`config.mk`:
```
export PLATFORM = sky130hd
export DESIGN_NAME = dino_sprite_renderer
export DESIGN_NICKNAME = d
export VERILOG_FILES = /design/src/rtl/dino_sprite_renderer.sv
export SDC_FILE = /design/constraint.sdc
export NUM_CORES = 1
export LEC_CHECK = 0
export CAP_MARGIN = 20
export CELL_PAD_IN_SITES_DETAIL_PLACEMENT = 1
export CELL_PAD_IN_SITES_GLOBAL_PLACEMENT = 2
export CORE_MARGIN = 4
export CORE_UTILIZATION = 30
export DETAILED_ROUTE_END_ITERATION = 7
export GPL_ROUTABILITY_DRIVEN = 0
export HOLD_SLACK_MARGIN = 0.1
export PLACE_DENSITY = 0.84
export SLEW_MARGIN = 10
export SYNTH_ARGS = -nofsm -noshare
export SYNTH_HDL_FRONTEND = slang
export SYNTH_SLANG_ARGS = --single-unit
```
`constraint.sdc`:
```
create_clock -name clk -period 3.6 [get_ports clk]
set_input_delay 0.9 -clock clk [delete_from_list [all_inputs] [get_ports clk]]
set_output_delay 0.9 -clock clk [all_outputs]
set_load 0.01 [all_outputs]
```
`src/rtl/dino_sprite_renderer.sv`:
```
// Dino sprite renderer: consumes VGA X/Y counters, runs once-per-frame jump
// physics during vertical blanking, and paints a 16x16 sprite plus a ground
// stripe with a single registered pixel stage.
module dino_sprite_renderer #(
  parameter int unsigned  DINO_X   = 80,
  parameter int unsigned  GROUND_Y = 400,
  parameter int unsigned  JUMP_V   = 12,
  parameter int unsigned  GRAVITY  = 1,
  parameter logic [11:0]  FG_RGB   = 12'hFFF,
  parameter logic [11:0]  GND_RGB  = 12'h888
) (
  input  logic       clk,
  input  logic       rst,
  input  logic       pix_en,
  input  logic [9:0] counter_x,
  input  logic [9:0] counter_y,
  input  logic       in_display,
  input  logic       jump_btn,
  output logic [3:0] r,
  output logic [3:0] g,
  output logic [3:0] b,
  output logic [8:0] dino_y,
  output logic       airborne
);

  localparam logic [9:0] DINO_X_C   = 10'(DINO_X);
  localparam logic [8:0] GROUND_Y_C = 9'(GROUND_Y);
  localparam logic [9:0] GND_LINE_C = 10'(GROUND_Y + 16);
  localparam logic [4:0] JUMP_V_C   = 5'(JUMP_V);
  localparam logic [4:0] GRAVITY_C  = 5'(GRAVITY);

  typedef enum logic [1:0] {GROUND, RISE, FALL} state_t;

  // Sprite bitmap, bit 15 is the leftmost pixel of each row.
  function automatic logic [15:0] sprite_row(input logic [3:0] row);
    logic [15:0] bits;
    case (row)
      4'd0:    bits = 16'h07F0;
      4'd1:    bits = 16'h0FF8;
      4'd2:    bits = 16'h0DF8;
      4'd3:    bits = 16'h0FF8;
      4'd4:    bits = 16'h0FC0;
      4'd5:    bits = 16'h0FF0;
      4'd6:    bits = 16'h8F80;
      4'd7:    bits = 16'h9FC0;
      4'd8:    bits = 16'hFFF8;
      4'd9:    bits = 16'hFFE0;
      4'd10:   bits = 16'h7FC0;
      4'd11:   bits = 16'h3F80;
      4'd12:   bits = 16'h1F00;
      4'd13:   bits = 16'h0E00;
      4'd14:   bits = 16'h0C60;
      default: bits = 16'h6C36;
    endcase
    return bits;
  endfunction

  // Button synchronizer: [0],[1] are the two sync flops, [2] the edge history.
  logic [2:0]  sync_q, sync_d;
  logic        jump_req_q, jump_req_d;
  logic        btn_rise;
  logic        frame_tick;

  state_t      state_q, state_d;
  logic [4:0]  vel_q, vel_d;
  logic [8:0]  dino_y_q, dino_y_d;
  logic        airborne_q, airborne_d;
  logic [9:0]  y_next;

  logic [11:0] rgb_q, rgb_d;
  logic [9:0]  dx, dy;
  logic [15:0] rom_bits;
  logic        sprite_hit, ground_hit;

  assign frame_tick = pix_en && (counter_x == 10'd0) && (counter_y == 10'd480);
  assign btn_rise   = sync_q[1] & ~sync_q[2];

  // Sticky jump request: a tick always clears it, but an edge landing on the
  // tick cycle survives into the next frame.
  always_comb begin
    sync_d     = {sync_q[1:0], jump_btn};
    jump_req_d = frame_tick ? btn_rise : (jump_req_q | btn_rise);
  end

  // Synchronizer and request flag run at full clock rate, not gated by pix_en.
  always_ff @(posedge clk or negedge rst) begin
    if (!rst) begin
      sync_q     <= 3'b000;
      jump_req_q <= 1'b0;
    end else begin
      sync_q     <= sync_d;
      jump_req_q <= jump_req_d;
    end
  end

  // Jump physics next-state; only moves on the first blanking line.
  always_comb begin
    state_d  = state_q;
    vel_d    = vel_q;
    dino_y_d = dino_y_q;
    y_next   = {1'b0, dino_y_q} + {5'd0, vel_q};
    if (frame_tick) begin
      case (state_q)
        GROUND: begin
          if (jump_req_q) begin
            state_d = RISE;
            vel_d   = JUMP_V_C;
          end
        end
        RISE: begin
          dino_y_d = dino_y_q - {4'd0, vel_q};
          if (vel_q <= GRAVITY_C) begin
            state_d = FALL;
            vel_d   = 5'd0;
          end else begin
            vel_d   = vel_q - GRAVITY_C;
          end
        end
        default: begin
          // Clamp at ground so any parameter set lands exactly on GROUND_Y.
          if (y_next >= {1'b0, GROUND_Y_C}) begin
            state_d  = GROUND;
            vel_d    = 5'd0;
            dino_y_d = GROUND_Y_C;
          end else begin
            vel_d    = vel_q + GRAVITY_C;
            dino_y_d = y_next[8:0];
          end
        end
      endcase
    end
    airborne_d = (state_d != GROUND);
  end

  // Physics state registers with registered airborne flag.
  always_ff @(posedge clk or negedge rst) begin
    if (!rst) begin
      state_q    <= GROUND;
      vel_q      <= 5'd0;
      dino_y_q   <= GROUND_Y_C;
      airborne_q <= 1'b0;
    end else begin
      state_q    <= state_d;
      vel_q      <= vel_d;
      dino_y_q   <= dino_y_d;
      airborne_q <= airborne_d;
    end
  end

  // Pixel colour: offsets wrap unsigned, so "offset < 16" is the window test.
  always_comb begin
    dx         = counter_x - DINO_X_C;
    dy         = counter_y - {1'b0, dino_y_q};
    rom_bits   = sprite_row(dy[3:0]);
    sprite_hit = in_display && (dx < 10'd16) && (dy < 10'd16) &&
                 rom_bits[4'd15 - dx[3:0]];
    ground_hit = in_display && (counter_y == GND_LINE_C);
    rgb_d      = rgb_q;
    if (pix_en) begin
      rgb_d = sprite_hit ? FG_RGB : (ground_hit ? GND_RGB : 12'h000);
    end
  end

  // Single registered pixel stage, holds while pix_en is low.
  always_ff @(posedge clk or negedge rst) begin
    if (!rst) begin
      rgb_q <= 12'h000;
    end else begin
      rgb_q <= rgb_d;
    end
  end

  assign r        = rgb_q[11:8];
  assign g        = rgb_q[7:4];
  assign b        = rgb_q[3:0];
  assign dino_y   = dino_y_q;
  assign airborne = airborne_q;

endmodule

```
==> metrics.log, run 1 <==
[metrics] total of warnings raised by yosys: 0
[metrics] Reg2Reg Depth: 10
[metrics] Arrival @ worst endpoint: 3.71 ns
[metrics] post-detailed-route count of antenna-violating nets: 0
[metrics] Final Hold Viols: 0
[metrics] Routed WL per cell: 17.4 um
[metrics] number of enable-type register cells in the synthesized netlist: 0
[metrics] TritonRoute pass-1 iters: 4
[metrics] Fmax achieved: 287 MHz
[metrics] Critical path origin: counter_y[0]
[metrics] count of cell types in the netlist: 68
[metrics] CP Data Required Time: 3.82 ns
[metrics] clock sink total: 23
[metrics] Final Routed Wirelength: 8840 um
[metrics] static power due to leakage: 1.39 nW
[metrics] number of nets in the layout: 451
[metrics] net switching power figure: 0.181 mW
[metrics] Global Route Usage Sum: 15.6%
[metrics] CP Launch Type: primary input
[metrics] initial antenna violation count: 0
[metrics] final std cells w/o fill: 508
[metrics] Skew-Pair Late Insertion Delay: 0.27 ns
[metrics] die width: 105 um
[metrics] final worst path period share: 96.9%
[metrics] Syn-to-layout area delta: 23.8%
[metrics] transition at the pin with the smallest max-transition slack: 0.743 ns
[metrics] dominant cell type by area after synthesis: dfrtp_1
[metrics] total gr overflow: 0
[metrics] Post-Synthesis Mean Instance Area: 7.99 sq um
[metrics] crit path kind: primary input to flop
[metrics] global-route wire length before repair: 14100 um
[metrics] net count after synthesis: 404
[metrics] clock-pin slew of the registers on the worst-case setup and hold paths: 0.10 ns
[metrics] Post-CTS Hold Buffers: 0
[metrics] placed cell area: 3410 sq um
[metrics] reg2reg setup slack: 0.47 ns
[metrics] top post-synthesis cells by area: dfrtp_1, ha_1, a21oi_1
[metrics] Hold Crit Class: flop to flop
[metrics] number of clock buffers inserted by TritonCTS: 3
[metrics] Slew Viols, Final: 0
[metrics] Netlist Area Pre-Place: 2810 sq um
[metrics] remaining max-slew budget at the tightest pin: 50.4%
[metrics] critical-path maximum fanout: 3
[metrics] clock share of power: 29.6%
[metrics] drt via density: 5.50
[metrics] most numerous cell in the Yosys netlist: inv_1
[metrics] Commonest cells post-synth: inv_1, nand2_1, ha_1, nor2_1, a21oi_1
[metrics] Die Y: 105 um
[metrics] buffer cell driving the clock tree root: clkbuf_8
[metrics] HPWL after detailed placement: 7080 um
[metrics] critical path capture point type: flop
[metrics] count of max-cap constraint violations: 0
[metrics] sequential share of the synthesized area: 20.7%
[metrics] switching portion of total power: 30.1%
[metrics] Synth top area share: 17.8%
[metrics] number of levels in the clock H-tree: 1
[metrics] DRC errors left: 0
[metrics] Flop pwr share: 43.4%
[metrics] flip-flop and latch count after synthesis: 23
[metrics] Top-Level Pins: 47
[metrics] most instantiated flip-flop cell in the synthesis netlist: dfrtp_1
[metrics] result of the run: finished clean
[metrics] Worst VDD drop: 0.000115 V
[metrics] Finished Core Util: 37.9%
[metrics] clk buf depth: 2
[metrics] area of the core: 9150 sq um
[metrics] number of buffers inserted to repair setup after CTS: 0
[metrics] post-layout min period: 3.49 ns
[metrics] internal cell power: 0.420 mW
[metrics] total of buffers placed on input and output ports: 46
[metrics] Clock Skews: 0.00260 ns
[metrics] worst flop-to-flop path endpoint: dino_y[5]
[metrics] cells after synthesis: 351
[metrics] launch point of the worst reg-to-reg path: vel_q[0]
[metrics] power share of the combinational group: 27.0%
[metrics] end point of the critical path: rgb_q[7]
[metrics] die area: 11000 sq um
[metrics] proportion of layout cells with a drive suffix above 1: 11.1%
[metrics] detailed-route via count: 2794
[metrics] number of cells in the design after placement: 504
[metrics] largest net degree at the start of global routing: 24
[metrics] final non-filler cell area: 3470 sq um
[metrics] Final setup violation count: 0
[metrics] number of global-route vias before repair: 2762
[metrics] CTS tree: done
[metrics] first-iteration detailed-routing DRC count: 91
[metrics] Antenna Cells: 0
[metrics] share of async-settable or async-resettable flops after synthesis: 100%
[metrics] starting density of the core: 30.6%
[metrics] power density of the placed cells: 173 nW/um^2
[metrics] Placement Rows: 35
-- area by class of cell --
class                      instances  area (sq um)
fill                            1104          5680
multi-input combinational        275          1990
timing repair buffer              66           611
sequential                        23           579
tap                              111           139
inverter                          29           109
clock buffer                       3          41.3
clock inverter                     1          7.51
-- layer usage --
layer | vias up | wire length (um) | track usage, %
met5 | - | 0 | 0
met4 | 0 | 104 | 3.09
met3 | 10 | 263 | 1.67
met2 | 50 | 4090 | 26.4
met1 | 1364 | 4390 | 21.5
li1 | 1370 | - | -
-- power by group through the flow --
stage,clock [mW],sequential (mW),combinational [mW]
final,0.178,0.261,0.162
after global routing,0.192,0.261,0.178
after CTS,0.185,0.261,0.161
after detailed placement,0,0.266,0.161
after global placement,0,0.265,0.157
after floorplan,0,0.265,0.0832
-- sequential cells by signal, indices dropped and copies added, names as in the netlist --
register,cells
airborne,1
dino_y,9
jump_req_q,1
rgb_q,2
state_q,2
sync_q,3
vel_q,5
-- cells in the final DEF (no fill, tap or decap), types with 16 or more instances in the layout --
cell type | synthesis | routed
a21oi_1 | 24 | 24
buf_4 | 11 | 20
clkdlybuf4s50_1 | 0 | 46
dfrtp_1 | 20 | 20
ha_1 | 25 | 25
inv_1 | 27 | 27
nand2_1 | 26 | 26
nor2_1 | 25 | 25
nor3_1 | 16 | 16
o21ai_0 | 17 | 17
-- worst max-delay path, stage by stage --
cell and delay, ns:
clkdlybuf4s50_1 0.41, inv_1 0.06, ha_1 0.16, inv_1 0.06
fa_1 0.42, a21o_1 0.22, a21o_1 0.22, mux2_2 0.28
nor4_1 0.34, nand4_1 0.21, a2111oi_4 0.27, a221o_1 0.16
-- metrics by stage --
step	setup TNS, ns	hold slack (ns)	setup WS [ns]	power, mW
finish	0	0.362	0.110	0.601
floorplan	0	0.331	0.289	0.349
CTS	0	0.363	0.0678	0.606
detailed placement	-0.388	0.339	-0.214	0.426
global placement	-0.257	0.336	-0.152	0.422
global route	-0.0414	0.383	-0.0405	0.631
-- kinds of logic (layout without fill, tap and decap cells) --
| family | count (synthesis) | count (layout) | share of synthesized area, % |
|---|---|---|---|
| compound gates | 104 | 104 | 26.4 |
| fa+ha+maj | 28 | 28 | 13.3 |
| mux | 6 | 6 | 2.23 |
| flops | 23 | 23 | 20.7 |
| simple gates | 126 | 126 | 24.5 |
| buf+inv | 53 | 99 | 8.96 |
| xor+xnor | 11 | 11 | 3.97 |
-- what timing repair did --
action                                 in CTS  in global routing
gates resized for setup                     0                  2
setup endpoints to repair                   0                  2
endpoints found under the hold margin       0                  0
-- worst min path at each step --
stage | from | endpoint | slack [ns] | cells after the start
after floorplan | sync_q[0] | sync_q[1] | 0.33 | 0
after global placement | sync_q[0] | sync_q[1] | 0.34 | 0
after detailed placement | sync_q[0] | sync_q[1] | 0.34 | 0
after CTS | sync_q[0] | sync_q[1] | 0.36 | 0
after global routing | sync_q[0] | sync_q[1] | 0.38 | 0
final | sync_q[0] | sync_q[1] | 0.36 | 0
Power figures use the tool's default switching activity.
==> inputs of run 2 (changes only) <==
Settings changed: CORE_MARGIN 4 to 8.
==> metrics.log, run 2 (same netlist as run 1, synthesis figures left out) <==
[metrics] commonest non-fill, non-tap cell in the layout: clkdlybuf4s50_1
[metrics] initial antenna violation count: 0
[metrics] CP Data Required Time: 3.77 ns
[metrics] CP max-delay cell: o311ai_1
[metrics] power density of the placed cells: 171 nW/um^2
[metrics] result of the run: finished clean
[metrics] sequence of cells on the critical path: clkdlybuf4s50_1 > inv_1 > ha_1 > inv_1 > fa_2 > xnor2_2 > inv_2 > buf_4 > xnor2_1 > a211oi_1 > o311ai_1 > a2111oi_4 > a221o_1
[metrics] met2 WL post-DR: 4330 um
[metrics] top layer in use: met4
[metrics] total stage count of the critical path: 13
[metrics] critical path capture point type: flop
[metrics] crit path kind: primary input to flop
[metrics] global-route wire length before repair: 15200 um
[metrics] M1 WL: 4360 um
[metrics] power share of the combinational group: 27.4%
[metrics] number of nets in the layout: 450
[metrics] Skew-Pair Late Insertion Delay: 0.27 ns
[metrics] number of flip-flops under the largest register name: 9
[metrics] Clock Skews: 0.00931 ns
[metrics] Hold Crit Class: flop to flop
[metrics] buffer cell driving the clock tree root: clkbuf_8
[metrics] wire length on met3: 401 um
[metrics] DRC errors left: 0
[metrics] net switching power figure: 0.177 mW
[metrics] Die Y: 113 um
[metrics] Antenna Cells: 0
[metrics] drt via density: 5.55
[metrics] largest net degree at the start of global routing: 24
[metrics] post-detailed-route count of antenna-violating nets: 0
[metrics] internal cell power: 0.419 mW
[metrics] number of cells in the design after placement: 503
[metrics] fin worst setup slack: 0.183 ns
[metrics] count of filler cells inserted in the layout: 1119
[metrics] clock sink total: 23
[metrics] Reg2Reg Depth: 9
[metrics] starting density of the core: 30.6%
[metrics] clock-pin slew of the registers on the worst-case setup and hold paths: 0.10 ns
[metrics] TritonRoute pass-1 iters: 4
[metrics] critical-path maximum fanout: 5
[metrics] die area: 12700 sq um
[metrics] area of the core: 9150 sq um
[metrics] Placement Rows: 35
[metrics] count of max-cap constraint violations: 0
[metrics] remaining max-slew budget at the tightest pin: 54.5%
[metrics] Routed WL per cell: 18.1 um
[metrics] reg2reg setup slack: 0.53 ns
[metrics] number of levels in the clock H-tree: 1
[metrics] total gr overflow: 0
[metrics] clock share of power: 28.9%
[metrics] first-iteration detailed-routing DRC count: 127
[metrics] proportion of layout cells with a drive suffix above 1: 11.6%
[metrics] Post-CTS Hold Buffers: 0
[metrics] Fmax achieved: 293 MHz
[metrics] Top-Level Pins: 47
[metrics] detailed-route via count: 2815
[metrics] cell family with the largest share of critical-path delay: compound AO/OA/AOI/OAI gates
[metrics] HPWL after detailed placement: 7380 um
[metrics] Final setup violation count: 0
[metrics] number of buffers inserted to repair setup after CTS: 0
[metrics] commonest non-fill, non-tap cells in the layout: clkdlybuf4s50_1, inv_1, nand2_1
[metrics] Slew Viols, Final: 0
[metrics] crit-path most repeated cell: inv_1
[metrics] Final Hold Viols: 0
[metrics] CTS tree: done
[metrics] Arrival @ worst endpoint: 3.59 ns
[metrics] number of global-route vias before repair: 3021
[metrics] hold-critical path depth: 0
[metrics] Max stage delay on crit path: 0.45 ns
[metrics] clk buf depth: 2
[metrics] number of instances resized during post-cts repair: 0
[metrics] setup slack at placement: -0.287 ns
[metrics] final worst path period share: 94.9%
[metrics] Finished Core Util: 38.0%
[metrics] switching portion of total power: 29.7%
[metrics] number of buffers and inverters on the critical path: 5
[metrics] die width: 113 um
[metrics] total of buffers placed on input and output ports: 46
[metrics] transition at the pin with the smallest max-transition slack: 0.681 ns
[metrics] Flop pwr share: 43.8%
[metrics] Global Route Usage Sum: 14.4%
[metrics] number of clock buffers inserted by TritonCTS: 3
[metrics] static power due to leakage: 1.39 nW
[metrics] RSZ-0062 raised after global routing: false
[metrics] post-layout min period: 3.42 ns
[metrics] Final Routed Wirelength: 9190 um
[metrics] Syn-to-layout area delta: 24.0%
[metrics] CP Launch Type: primary input
[metrics] final std cells w/o fill: 507
[metrics] total power of the final layout: 0.596 mW
[metrics] Worst VDD drop: 0.000120 V
==> run 2: changes by cell type in the layout (fill, tap and decap cells not counted), sizes merged <==
| cell | previous run | this run |
|---|---|---|
| buf | 20 | 19 |
| clkinv | 1 | 2 |
| clkinvlp | 1 | 0 |
==> run 2: layer usage <==
layer,up-vias,global-route usage [%]
met5,-,0
met4,0,2.43
met3,6,2.61
met2,51,24.7
met1,1380,18.5
li1,1378,-
==> run 2: worst paths after layout <==
kind | from | to
setup / recovery | counter_y[0] | rgb_q[7]
setup reg to reg | vel_q[2] | vel_q[3]
hold reg to reg | sync_q[0] | sync_q[1]
min in group asynchronous | rst | dino_y[5]
hold / removal | sync_q[0] | sync_q[1]
max in group asynchronous | rst | dino_y[4]
==> run 2: final cells by class <==
| class | count | area (sq um) | area share [%] |
|---|---|---|---|
| Multi-Input combinational cell | 275 | 2000 | 57.6 |
| Timing Repair Buffer | 65 | 603 | 17.3 |
| Sequential cell | 23 | 579 | 16.7 |
| Tap cell | 111 | 139 | 3.99 |
| Inverter | 29 | 109 | 3.13 |
| Clock buffer | 3 | 41.3 | 1.19 |
| Clock inverter | 1 | 5.00 | 0.144 |
==> run 2: stage by stage <==
| step | hold WS (ns) | TNS [ns] | cell area, sq um |
|---|---|---|---|
| 2_1_floorplan | 0.331 | 0 | 2810 |
| 3_3_place_gp | 0.337 | -0.224 | 3400 |
| 3_5_place_dp | 0.361 | -0.528 | 3400 |
| 4_1_cts | 0.382 | 0 | 3450 |
| 5_1_grt | 0.393 | 0 | 3480 |
| 6_report | 0.374 | 0 | 3480 |
==> run 2: power by group through the flow <==
stage | combinational, mW | sequential, mW | clock [mW]
after global placement | 0.156 | 0.265 | 0
final | 0.163 | 0.261 | 0.172
after CTS | 0.160 | 0.261 | 0.176
after detailed placement | 0.160 | 0.266 | 0
after floorplan | 0.0832 | 0.265 | 0
after global routing | 0.178 | 0.261 | 0.184
